--- config.mk ---
export PLATFORM = sky130hd
export DESIGN_NAME = alu_lane_sequencer
export DESIGN_NICKNAME = d
export VERILOG_FILES = /design/src/rtl/alu_pkg.sv /design/src/rtl/alu_lane_sequencer.sv
export SDC_FILE = /design/constraint.sdc
export NUM_CORES = 1
export LEC_CHECK = 0
export CORE_ASPECT_RATIO = 1.4
export CORE_UTILIZATION = 40
export CTS_CLUSTER_DIAMETER = 100
export CTS_CLUSTER_SIZE = 24
export DETAILED_ROUTE_END_ITERATION = 16
export PLACE_DENSITY = 0.65
export SLEW_MARGIN = 20
export SYNTH_ARGS = -nofsm -noshare
export SYNTH_HDL_FRONTEND = slang
export SYNTH_SLANG_ARGS = --single-unit
--- constraint.sdc ---
create_clock -name clk -period 20 [get_ports clk]
set_input_delay 2 -clock clk [delete_from_list [all_inputs] [get_ports clk]]
set_output_delay 2 -clock clk [all_outputs]
set_load 0.01 [all_outputs]
--- src/rtl/alu_pkg.sv ---
// alu_pkg
//   Shared definitions for the shared scalar ALU and the lane sequencer that
//   drives it: opcode encodings and the sequencer state type.
package alu_pkg;

  localparam logic [3:0] OP_MOV   = 4'b0010;
  localparam logic [3:0] OP_ADD   = 4'b0100;
  localparam logic [3:0] OP_SUB   = 4'b0101;
  localparam logic [3:0] OP_DIV   = 4'b0110;
  localparam logic [3:0] OP_MUL   = 4'b0111;
  localparam logic [3:0] OP_PASSA = 4'b1111;

  typedef enum logic [1:0] {
    SEQ_IDLE,
    SEQ_RUN,
    SEQ_DONE
  } seq_state_t;

endpackage

--- src/rtl/alu_lane_sequencer.sv ---
// alu_lane_sequencer
//   Time-multiplexes one shared combinational scalar ALU across the LANES
//   elements of a vector op. One op is accepted per handshake in IDLE, the
//   ALU is driven one lane per cycle in RUN, and the registered result vector
//   plus aggregated flags are held in DONE until the consumer takes them.
// Ports
//   clk, rst                 clock, asynchronous active-high reset
//   in_valid/in_ready        op handshake (in_ready high only in IDLE)
//   in_sel, in_mask          opcode (forwarded, not decoded), lane enables
//   in_a, in_b               operand vectors, element i at [i*WIDTH +: WIDTH]
//   alu_a, alu_b, alu_sel    current lane operands / opcode to the ALU
//   alu_out, alu_n/z/v/c     same-cycle ALU result and flags
//   out_valid/out_ready      result handshake
//   out_res                  result vector
//   out_nmask, out_zmask     per-lane N / Z flags (0 for disabled lanes)
//   out_any_v, out_any_c     OR of V / C over enabled lanes
//   busy                     high in RUN or DONE
module alu_lane_sequencer
  import alu_pkg::*;
#(
  parameter  int WIDTH = 19,
  parameter  int LANES = 4,
  localparam int IDX_W = $clog2(LANES)
) (
  input  logic                   clk,
  input  logic                   rst,
  input  logic                   in_valid,
  output logic                   in_ready,
  input  logic [3:0]             in_sel,
  input  logic [LANES-1:0]       in_mask,
  input  logic [LANES*WIDTH-1:0] in_a,
  input  logic [LANES*WIDTH-1:0] in_b,
  output logic [WIDTH-1:0]       alu_a,
  output logic [WIDTH-1:0]       alu_b,
  output logic [3:0]             alu_sel,
  input  logic [WIDTH-1:0]       alu_out,
  input  logic                   alu_n,
  input  logic                   alu_z,
  input  logic                   alu_v,
  input  logic                   alu_c,
  output logic                   out_valid,
  input  logic                   out_ready,
  output logic [LANES*WIDTH-1:0] out_res,
  output logic [LANES-1:0]       out_nmask,
  output logic [LANES-1:0]       out_zmask,
  output logic                   out_any_v,
  output logic                   out_any_c,
  output logic                   busy
);

  localparam logic [IDX_W-1:0] LAST_IDX = IDX_W'(LANES - 1);

  seq_state_t             r_state;
  seq_state_t             w_state_nxt;
  logic [IDX_W-1:0]       r_idx;
  logic [3:0]             r_sel;
  logic [LANES-1:0]       r_mask;
  logic [LANES*WIDTH-1:0] r_a;
  logic [LANES*WIDTH-1:0] r_b;
  logic [LANES*WIDTH-1:0] r_res;
  logic [LANES-1:0]       r_nmask;
  logic [LANES-1:0]       r_zmask;
  logic                   r_any_v;
  logic                   r_any_c;
  logic                   w_accept;
  logic [WIDTH-1:0]       w_a_elem;
  logic [WIDTH-1:0]       w_b_elem;

  assign w_accept = in_valid && (r_state == SEQ_IDLE);

  // The ALU operands are a pure select of the latched vectors. r_idx parks on
  // the last lane after RUN and the latches only change on accept, so the
  // ALU inputs naturally hold their last values through DONE and IDLE.
  assign w_a_elem = r_a[r_idx*WIDTH +: WIDTH];
  assign w_b_elem = r_b[r_idx*WIDTH +: WIDTH];

  assign alu_a     = w_a_elem;
  assign alu_b     = w_b_elem;
  assign alu_sel   = r_sel;
  assign in_ready  = (r_state == SEQ_IDLE);
  assign out_valid = (r_state == SEQ_DONE);
  assign busy      = (r_state != SEQ_IDLE);
  assign out_res   = r_res;
  assign out_nmask = r_nmask;
  assign out_zmask = r_zmask;
  assign out_any_v = r_any_v;
  assign out_any_c = r_any_c;

  always_ff @(posedge clk or posedge rst) begin
    if (rst) begin
      r_state <= SEQ_IDLE;
    end else begin
      r_state <= w_state_nxt;
    end
  end

  // No early exit: every op walks all lanes so latency is fixed.
  always_comb begin
    w_state_nxt = r_state;
    case (r_state)
      SEQ_IDLE: if (w_accept)            w_state_nxt = SEQ_RUN;
      SEQ_RUN:  if (r_idx == LAST_IDX)   w_state_nxt = SEQ_DONE;
      SEQ_DONE: if (out_ready)           w_state_nxt = SEQ_IDLE;
      default:                           w_state_nxt = SEQ_IDLE;
    endcase
  end

  always_ff @(posedge clk or posedge rst) begin
    if (rst) begin
      r_idx   <= '0;
      r_sel   <= '0;
      r_mask  <= '0;
      r_a     <= '0;
      r_b     <= '0;
      r_res   <= '0;
      r_nmask <= '0;
      r_zmask <= '0;
      r_any_v <= 1'b0;
      r_any_c <= 1'b0;
    end else begin
      case (r_state)
        SEQ_IDLE: begin
          if (w_accept) begin
            r_sel   <= in_sel;
            r_mask  <= in_mask;
            r_a     <= in_a;
            r_b     <= in_b;
            r_res   <= '0;
            r_nmask <= '0;
            r_zmask <= '0;
            r_any_v <= 1'b0;
            r_any_c <= 1'b0;
            r_idx   <= '0;
          end
        end
        SEQ_RUN: begin
          if (r_mask[r_idx]) begin
            r_res[r_idx*WIDTH +: WIDTH] <= alu_out;
            r_nmask[r_idx]              <= alu_n;
            r_zmask[r_idx]              <= alu_z;
            r_any_v                     <= r_any_v | alu_v;
            r_any_c                     <= r_any_c | alu_c;
          end else begin
            // Disabled lanes pass their A element through untouched.
            r_res[r_idx*WIDTH +: WIDTH] <= w_a_elem;
          end
          if (r_idx != LAST_IDX) begin
            r_idx <= r_idx + IDX_W'(1);
          end
        end
        default: ;
      endcase
    end
  end

endmodule

# After elaboration in Yosys (flattened, before gate mapping)
# Cells that the tools add are included.
# op_classes
bitwise_logic,2
shifts,5
magnitude_cmp,2
n_reduce_logical,10
addsub,2
n_mul,1
muxes,28
n_eq_ne,9
# op_table
cell,n
$bwmux 76,2
$mux 76,2
$pmux 76 s2,1
$shiftx 19x34->76,2
$shiftx 76x8->19,2
$shift 19x34->76 const A,1
$neg 7->34,1
$pmux 4 s2,2
$mux 4,3
$mux 2,5
$reduce_and 3->1,3
$bwmux 4,2
$ne 2x2->1 const B,4
$mul 2x5->7 const B,1
$pmux 2 s3,1
$mux 1,5
$eq 2x2->1 const B,2
$ne 2x1->1 const B,2
$pmux 1 s2,2
$pmux 2 s2,1
$reduce_and 2->1,2
$reduce_bool 2->1,2
$lt 2x3->1 const B,1
$add 2x1->2 const B,1
7 further kinds,9
# word_totals
input_bits,187
output_inout_bits,131
elab_cells,70
regBits,250

# Longest topological paths before layout
# Gate-level depths: netlist of run 1.
# logic_depth
ltp_word,7
mapped_depth,10
mapped_depth_nobuf,5

# Worst setup path before layout of run 1
# OpenSTA, ideal clock, no wires.
# synth_path
path_type,register to output
from,register r_idx[0]
to,output alu_b[10]
required_time_ps,18000
t_arrival_ps,1624
path_stages_with_launch,5
n_path_buf,3
setup_slack_ps,16376
cell_sequence,dfrtp_1 buf_6 buf_4 buf_2 mux4_2
# synth_via
elab_chain_len,2
# synth_lines
item,line_no,rtl
start: declaration,alu_lane_sequencer.sv:55,logic [IDX_W-1:0] r_idx;
start signal: assignment,alu_lane_sequencer.sv:148,r_idx <= r_idx + IDX_W'(1);
$mul 2x5->7,alu_lane_sequencer.sv:75,assign w_b_elem = r_b[r_idx*WIDTH +: WIDTH];
$shiftx 76x8->19,alu_lane_sequencer.sv:75,
end: declaration,alu_lane_sequencer.sv:34,"output logic [WIDTH-1:0] alu_b,"
# No other way between the ends.

# Worst setup path in the final report of run 1
# layout_path
from,register r_idx[0]
to,output alu_b[9]
# The elaborated chain is that of the path after synthesis.

==> results of run 1 <==
==> per-layer routing <==
metal,global-route usage [%],wire [um]
met3,5.212,2284
met2,37.77,16520
met5,0,13
met1,30.84,13470
met4,6.729,790
==> cells in the final DEF (no fill, tap or decap), types with 15 or more instances in the layout <==
cell type        count
a221o_1             46
and4_1              19
clkbuf_16           15
clkdlybuf4s50_1    317
dfrtp_1            248
mux2_2             162
mux4_2              39
nand2b_1            20
nor2b_1             21
nor3_1              19
o21ai_0             39
o221ai_1            38
or4bb_1             18
==> final cells by class <==
cell class              count  area (sq um)
fillers                  2297         12580
diodes                      5         12.51
inverters                   6         30.03
repair buffers            327          3261
flip-flops and latches    250          6261
clock buffers              16         379.1
clock inverters             1         16.27
well taps                 370         462.9
multi-input cells         470          4831
==> kinds of logic after synthesis <==
kind of cell	Yosys count	synth area share, %
simple gates	129	8.289
flops	250	54.90
mux	204	23.98
fa+ha+maj	8	0.8784
buf+inv	75	2.921
compound gates	129	9.036
==> where the power goes <==
group | switching [W] | internal (W)
clock | 0.000169 | 0.000138
combinational | 0.000599 | 0.000701
sequential | 0.000150 | 0.000738
total | 0.000918 | 0.00158
==> state kept, by name, summed over array words and instances, names as in the netlist <==
name / count
out_res: 76
r_a: 76
r_b: 76
alu_sel: 4
out_nmask: 4
out_zmask: 4
r_mask: 4
r_idx: 2
r_state: 2
out_any_c: 1
out_any_v: 1
==> worst max path at each step <==
stage,from,slack (ns),to
after floorplan,rst,11.13,alu_sel[0]
after global placement,rst,15.12,out_nmask[1]
after detailed placement,rst,15.09,out_zmask[1]
after CTS,r_idx[0],15.00,alu_b[9]
after global routing,r_idx[0],14.91,alu_b[9]
final,r_idx[0],15.13,alu_b[9]
==> critical path, stage by stage (launching register included) <==
cell and delay [ns]:
dfrtp_4 0.72, buf_4 0.53, mux4_2 0.57, clkdlybuf4s50_1 0.52
==> stage by stage <==
stage / instances / hold slack [ns]
global route: 1445 / 0.5167
floorplan: 795 / 0.4752
detailed placement: 1423 / 0.4904
finish: 1445 / 0.5095
global placement: 1423 / 0.4793
CTS: 1440 / 0.5122
==> summary.md, run 1 <==
| Metric | Value |
|---|---|
| RSZ-0062 raised after global routing | false |
| Deepest clock path buffer count | 3 |
| Clk sinks | 250 |
| CP max FO | 29 |
| Max_cap viols | 0 |
| Top FF cell, synth | dfrtp_1 |
| TritonCTS Buffers | 14 |
| Final core utilization | 54.80% |
| Synth top cells by count | dfrtp_1, mux2_2, a221o_1 |
| Hold endpoint | r_b[69] |
| Worst Hold Path Cells | 1 |
| Core ar. | 27840 sq um |
| DRC violations left | 0 |
| Largest net degree at the start of global routing | 165 |
| Slew HR | 26.59% |
| IO Port Bufs | 317 |
| Mapped Area | 11400 sq um |
| Initial antenna violation count | 6 |
| Initial DRC Count | 518 |
| Via count | 8140 |
| Number of enable flip-flop cells after synthesis | 0 |
| FF-to-FF Start | r_idx[0] |
| Largest area contributor in the netlist | dfrtp_1 |
| Hold-fix buffers, CTS | 0 |
| Crit path launch type | flop |
| Post-CTS Setup Inserts | 0 |
| Setup TNS | 0 ns |
| Min-Delay Path Class | reg2reg |
| Clock latency on the worst-skew pair | 0.49 ns |
| Hpwl dp | 22.38 mm |
| Outcome | completed |
| Final cycle utilization of the critical path | 24.35% |
| Area share of the largest cell type after synthesis | 54.90% |
| Max Slew Vio Count | 0 |
| R2R setup slack | 16.34 ns |
| #FFs+latches synth | 250 |
| Ranking of synthesized cells by area | dfrtp_1, mux2_2, mux4_2 |
| Crit path time final | 4.871 ns |
| Drt total wl | 33.08 mm |
| Vias per cell | 5.633 |
| Die area | 29180 sq um |
| Clk Tree Root Cell | clkbuf_16 |
| Crit. End Element | output port |
| Leakage dissipation | 6.157 nW |
| Final WS setup | 15.13 ns |
| Vias in the first global route | 8518 |
| RePlAce Congestion | 0.7815 |
| Die W | 144.7 um |
| Clk slew on worst S/H paths | 0.10 ns |
| Pwr/cell area | 163.5 nW/um^2 |
| Drt first pass iters | 5 |
| CTS tree | yes |
| Setup-failing EPs final | 0 |
| Crit Path Class | reg2out |
| Gr usage total | 23.23% |
| Register area share after synthesis | 54.90% |
| Gate Count Post-Synth | 795 |
| Max Clock Freq | 0.2053 GHz |
| Ys async rst share | 100.0% |
| RR Endpoint | out_res[30] |
| Hold Path Origin | r_b[69] |
| First-pass GRT wire length | 51.20 mm |
| Yosys warning count | 0 |
| Avg Inst Size Synth | 14.33 sq um |
| Post-Syn Nets | 990 |
| Routed len/inst | 22.90 um |
| Initial Utilization | 40.94% |
| Worst Max-Slew Pin Slew | 1.080 ns |
| Total Power | 0.002494 W |
| Share of cells above drive strength 1 | 22.34% |
| PostCTS Resize Cnt | 0 |
| Num rows | 72 |
| Clock Skews | 0.02397 ns |
| Total gr overflow | 0 |
| Chip Height | 201.7 um |
| Final instance area | 15250 sq um |
| Worst r2r path cells | 7 |
| IO Pins | 318 |
| Count leader, synth | dfrtp_1 |
| Worst path required time | 18.00 ns |
| Area growth syn-to-layout | 33.85% |
| Maximum vdd drop | 0.08399 mV |
| Final Hold Viols | 0 |
| Post-synth cell types | 34 |
| Post-DP Area | 14850 sq um |
| Layout net count | 1264 |
| Placement Setup Slack | 15.09 ns |
| Detail Route Antenna Nets | 0 |
| Critical Path AT | 2.87 ns |
| H-tree levels | 1 |
No activity file was read; power rests on OpenSTA's default activity.
==> run 2, diff against run 1 <==
Clock period 20 ns to 4.55 ns, I/O delays scaled along.
==> summary.md, run 2 (synthesized netlist as in run 1, its figures left out) <==
| Metric | Value |
|---|---|
| Outcome | completed |
| PostCTS Resize Cnt | 0 (unchanged) |
| Clock Skews | 0.03794 ns (+0.01397 ns) |
| Final core utilization | 55.00% (+0.20 points) |
| Max Slew Vio Count | 0 (unchanged) |
| DRC violations left | 0 (unchanged) |
| Share of cells above drive strength 1 | 22.68% (+0.34 points) |
| RSZ-0062 raised after global routing | false |
| TritonCTS Buffers | 14 (unchanged) |
| Worst Max-Slew Pin Slew | 1.013 ns (-0.06683 ns) |
| Crit. End Element | output port |
| Drt total wl | 33.32 mm (+0.73%) |
| Multi-input logic area | 4831 sq um (unchanged) |
| Layout net count | 1269 (+0.40%) |
| Min-Delay Path Class | in2async |
| Clock latency on the worst-skew pair | 0.51 ns (+0.02 ns) |
| Leakage dissipation | 6.180 nW (+0.38%) |
| RePlAce Congestion | 0.8126 (+4.0%) |
| Cell depth of the worst setup path | 3 (unchanged) |
| Core ar. | 27840 sq um (unchanged) |
| Initial DRC Count | 592 (+14%) |
| CTS tree | yes |
| Worst-path cell with the longest stage delay | dfrtp_4 |
| Clk sinks | 250 (unchanged) |
| Initial antenna violation count | 7 (+1) |
| Via count | 8185 (+0.55%) |
| Die W | 144.7 um (unchanged) |
| IO Port Bufs | 317 (unchanged) |
| Area growth syn-to-layout | 34.34% |
| Deepest clock path buffer count | 3 (unchanged) |
| Fillers | 2289 (-0.35%) |
| Post-CTS Setup Inserts | 0 (unchanged) |
| Initial Utilization | 40.94% (unchanged) |
| Clk slew on worst S/H paths | 0.10 ns (about the same) |
| Die area | 29180 sq um (unchanged) |
| Final cycle utilization of the critical path | 76.01% |
| Worst path required time | 4.09 ns (-13.91 ns) |
| WP buf/inv | 2 (unchanged) |
| Final instance area | 15310 sq um (+0.37%) |
| Detail Route Antenna Nets | 0 (unchanged) |
| Setup TNS | 0 ns (unchanged) |
| Register area | 6261 sq um (unchanged) |
| Vias in the first global route | 8495 (-0.27%) |
| Total gr overflow | 0 (unchanged) |
| First-pass GRT wire length | 50.78 mm (-0.81%) |
| Maximum vdd drop | 0.4262 mV (+410%) |
| Hold-fix buffers, CTS | 0 (unchanged) |
| Met3 usage | 4.593% (-0.62 points) |
| Met1 Usage GRT | 31.13% (+0.28 points) |
| Chip Height | 201.7 um (unchanged) |
| Met2 Usage GRT | 36.66% (-1.1 points) |
| Crit path time final | 3.458 ns |
| Commonest non-fill, non-tap cell in the layout | clkdlybuf4s50_1 |
| Setup-failing EPs final | 0 (unchanged) |
| Critical path's top delay family | buffers and inverters |
| Hold_ws | 0.4877 ns (-0.02175 ns) |
| Hpwl dp | 23.48 mm (+4.9%) |
| Crit-path max cell delay | 0.82 ns (+0.10 ns) |
| CP cell instances | buf_4 -> mux4_2 -> clkdlybuf4s50_1 |
| Pwr/cell area | 718.2 nW/um^2 (+340%) |
| RR Endpoint | out_res[63] |
| Drt first pass iters | 5 (unchanged) |
| FF-to-FF Start | r_idx[0] |
| Largest net degree at the start of global routing | 144 (-13%) |
| Max_cap viols | 0 (unchanged) |
| R2R setup slack | 1.48 ns (-14.86 ns) |
| Max Clock Freq | 0.2892 GHz |
| Vias per cell | 5.637 (about the same) |
| Clk Tree Root Cell | clkbuf_16 |
| CP max FO | 33 (+14%) |
| Busiest layer in global routing | met2 |
| Crit path launch type | flop |
| Gr usage total | 23.23% (about the same) |
| Num rows | 72 (unchanged) |
| Slew HR | 31.13% (+4.5 points) |
| Critical Path AT | 3.00 ns (+0.13 ns) |
| Commonest non-fill, non-tap cells in the layout | clkdlybuf4s50_1, dfrtp_1, mux2_2 |
| IO Pins | 318 (unchanged) |
| H-tree levels | 1 (unchanged) |
| Routed len/inst | 22.95 um (+0.24%) |
| Post-DP Area | 14900 sq um (+0.40%) |
| Worst r2r path cells | 5 (-2) |
| Final Hold Viols | 0 (unchanged) |
| Crit Path Class | reg2out |
-- run 2: area by class of cell --
type	count	share of cell area [%]
antenna	6	0.09807
clock buffer	16	2.337
clock inverter	2	0.2125
inverter	6	0.1716
multi-input combinational	470	31.55
sequential	250	40.90
tap	370	3.024
timing repair buffer	332	21.71
-- run 2: how the worst max path moves through the flow --
stage | end | startpoint | slack (ns)
6_report | alu_a[4] | r_idx[0] | 1.09
5_1_grt | alu_a[4] | r_idx[0] | 0.92
4_1_cts | alu_a[4] | r_idx[0] | 1.04
3_5_place_dp | out_res[62] | r_idx[0] | 1.44
3_3_place_gp | out_res[73] | r_idx[0] | 1.58
2_1_floorplan | alu_sel[0] | rst | 0.81
-- run 2: worst reg2reg max path: cells and delay by family, from the launching register on --
family | cells | cell delay, ns
AO/OA/AOI/OAI | 1 | 0.55
buffers and inverters | 1 | 0.23
AND/OR/NAND/NOR | 2 | 0.97
flip-flops | 1 | 0.82
adder cells (fa/ha/maj) | 1 | 0.41
-- run 2: power breakdown --
part	leakage [nW]	switching, W	total [W]	internal (W)
Sequential	3.11	0.000686	0.00393	0.00324
Clock	0.189	0.000743	0.00132	0.000579
Combinational	2.88	0.00265	0.00574	0.00310
-- run 2: through the flow --
step	power, W	setup slack (ns)	instances
2_1_floorplan	0.007180	0.8073	795
3_3_place_gp	0.009654	1.579	1428
3_5_place_dp	0.009718	1.444	1428
4_1_cts	0.01106	1.039	1446
5_1_grt	0.01165	0.9198	1452
6_report	0.01100	1.092	1452
-- run 2: routing by layer --
layer	wire length, um	share of wire, %
met5	12	0.036
met4	1122	3.4
met3	2357	7.1
met2	16240	49
met1	13590	41
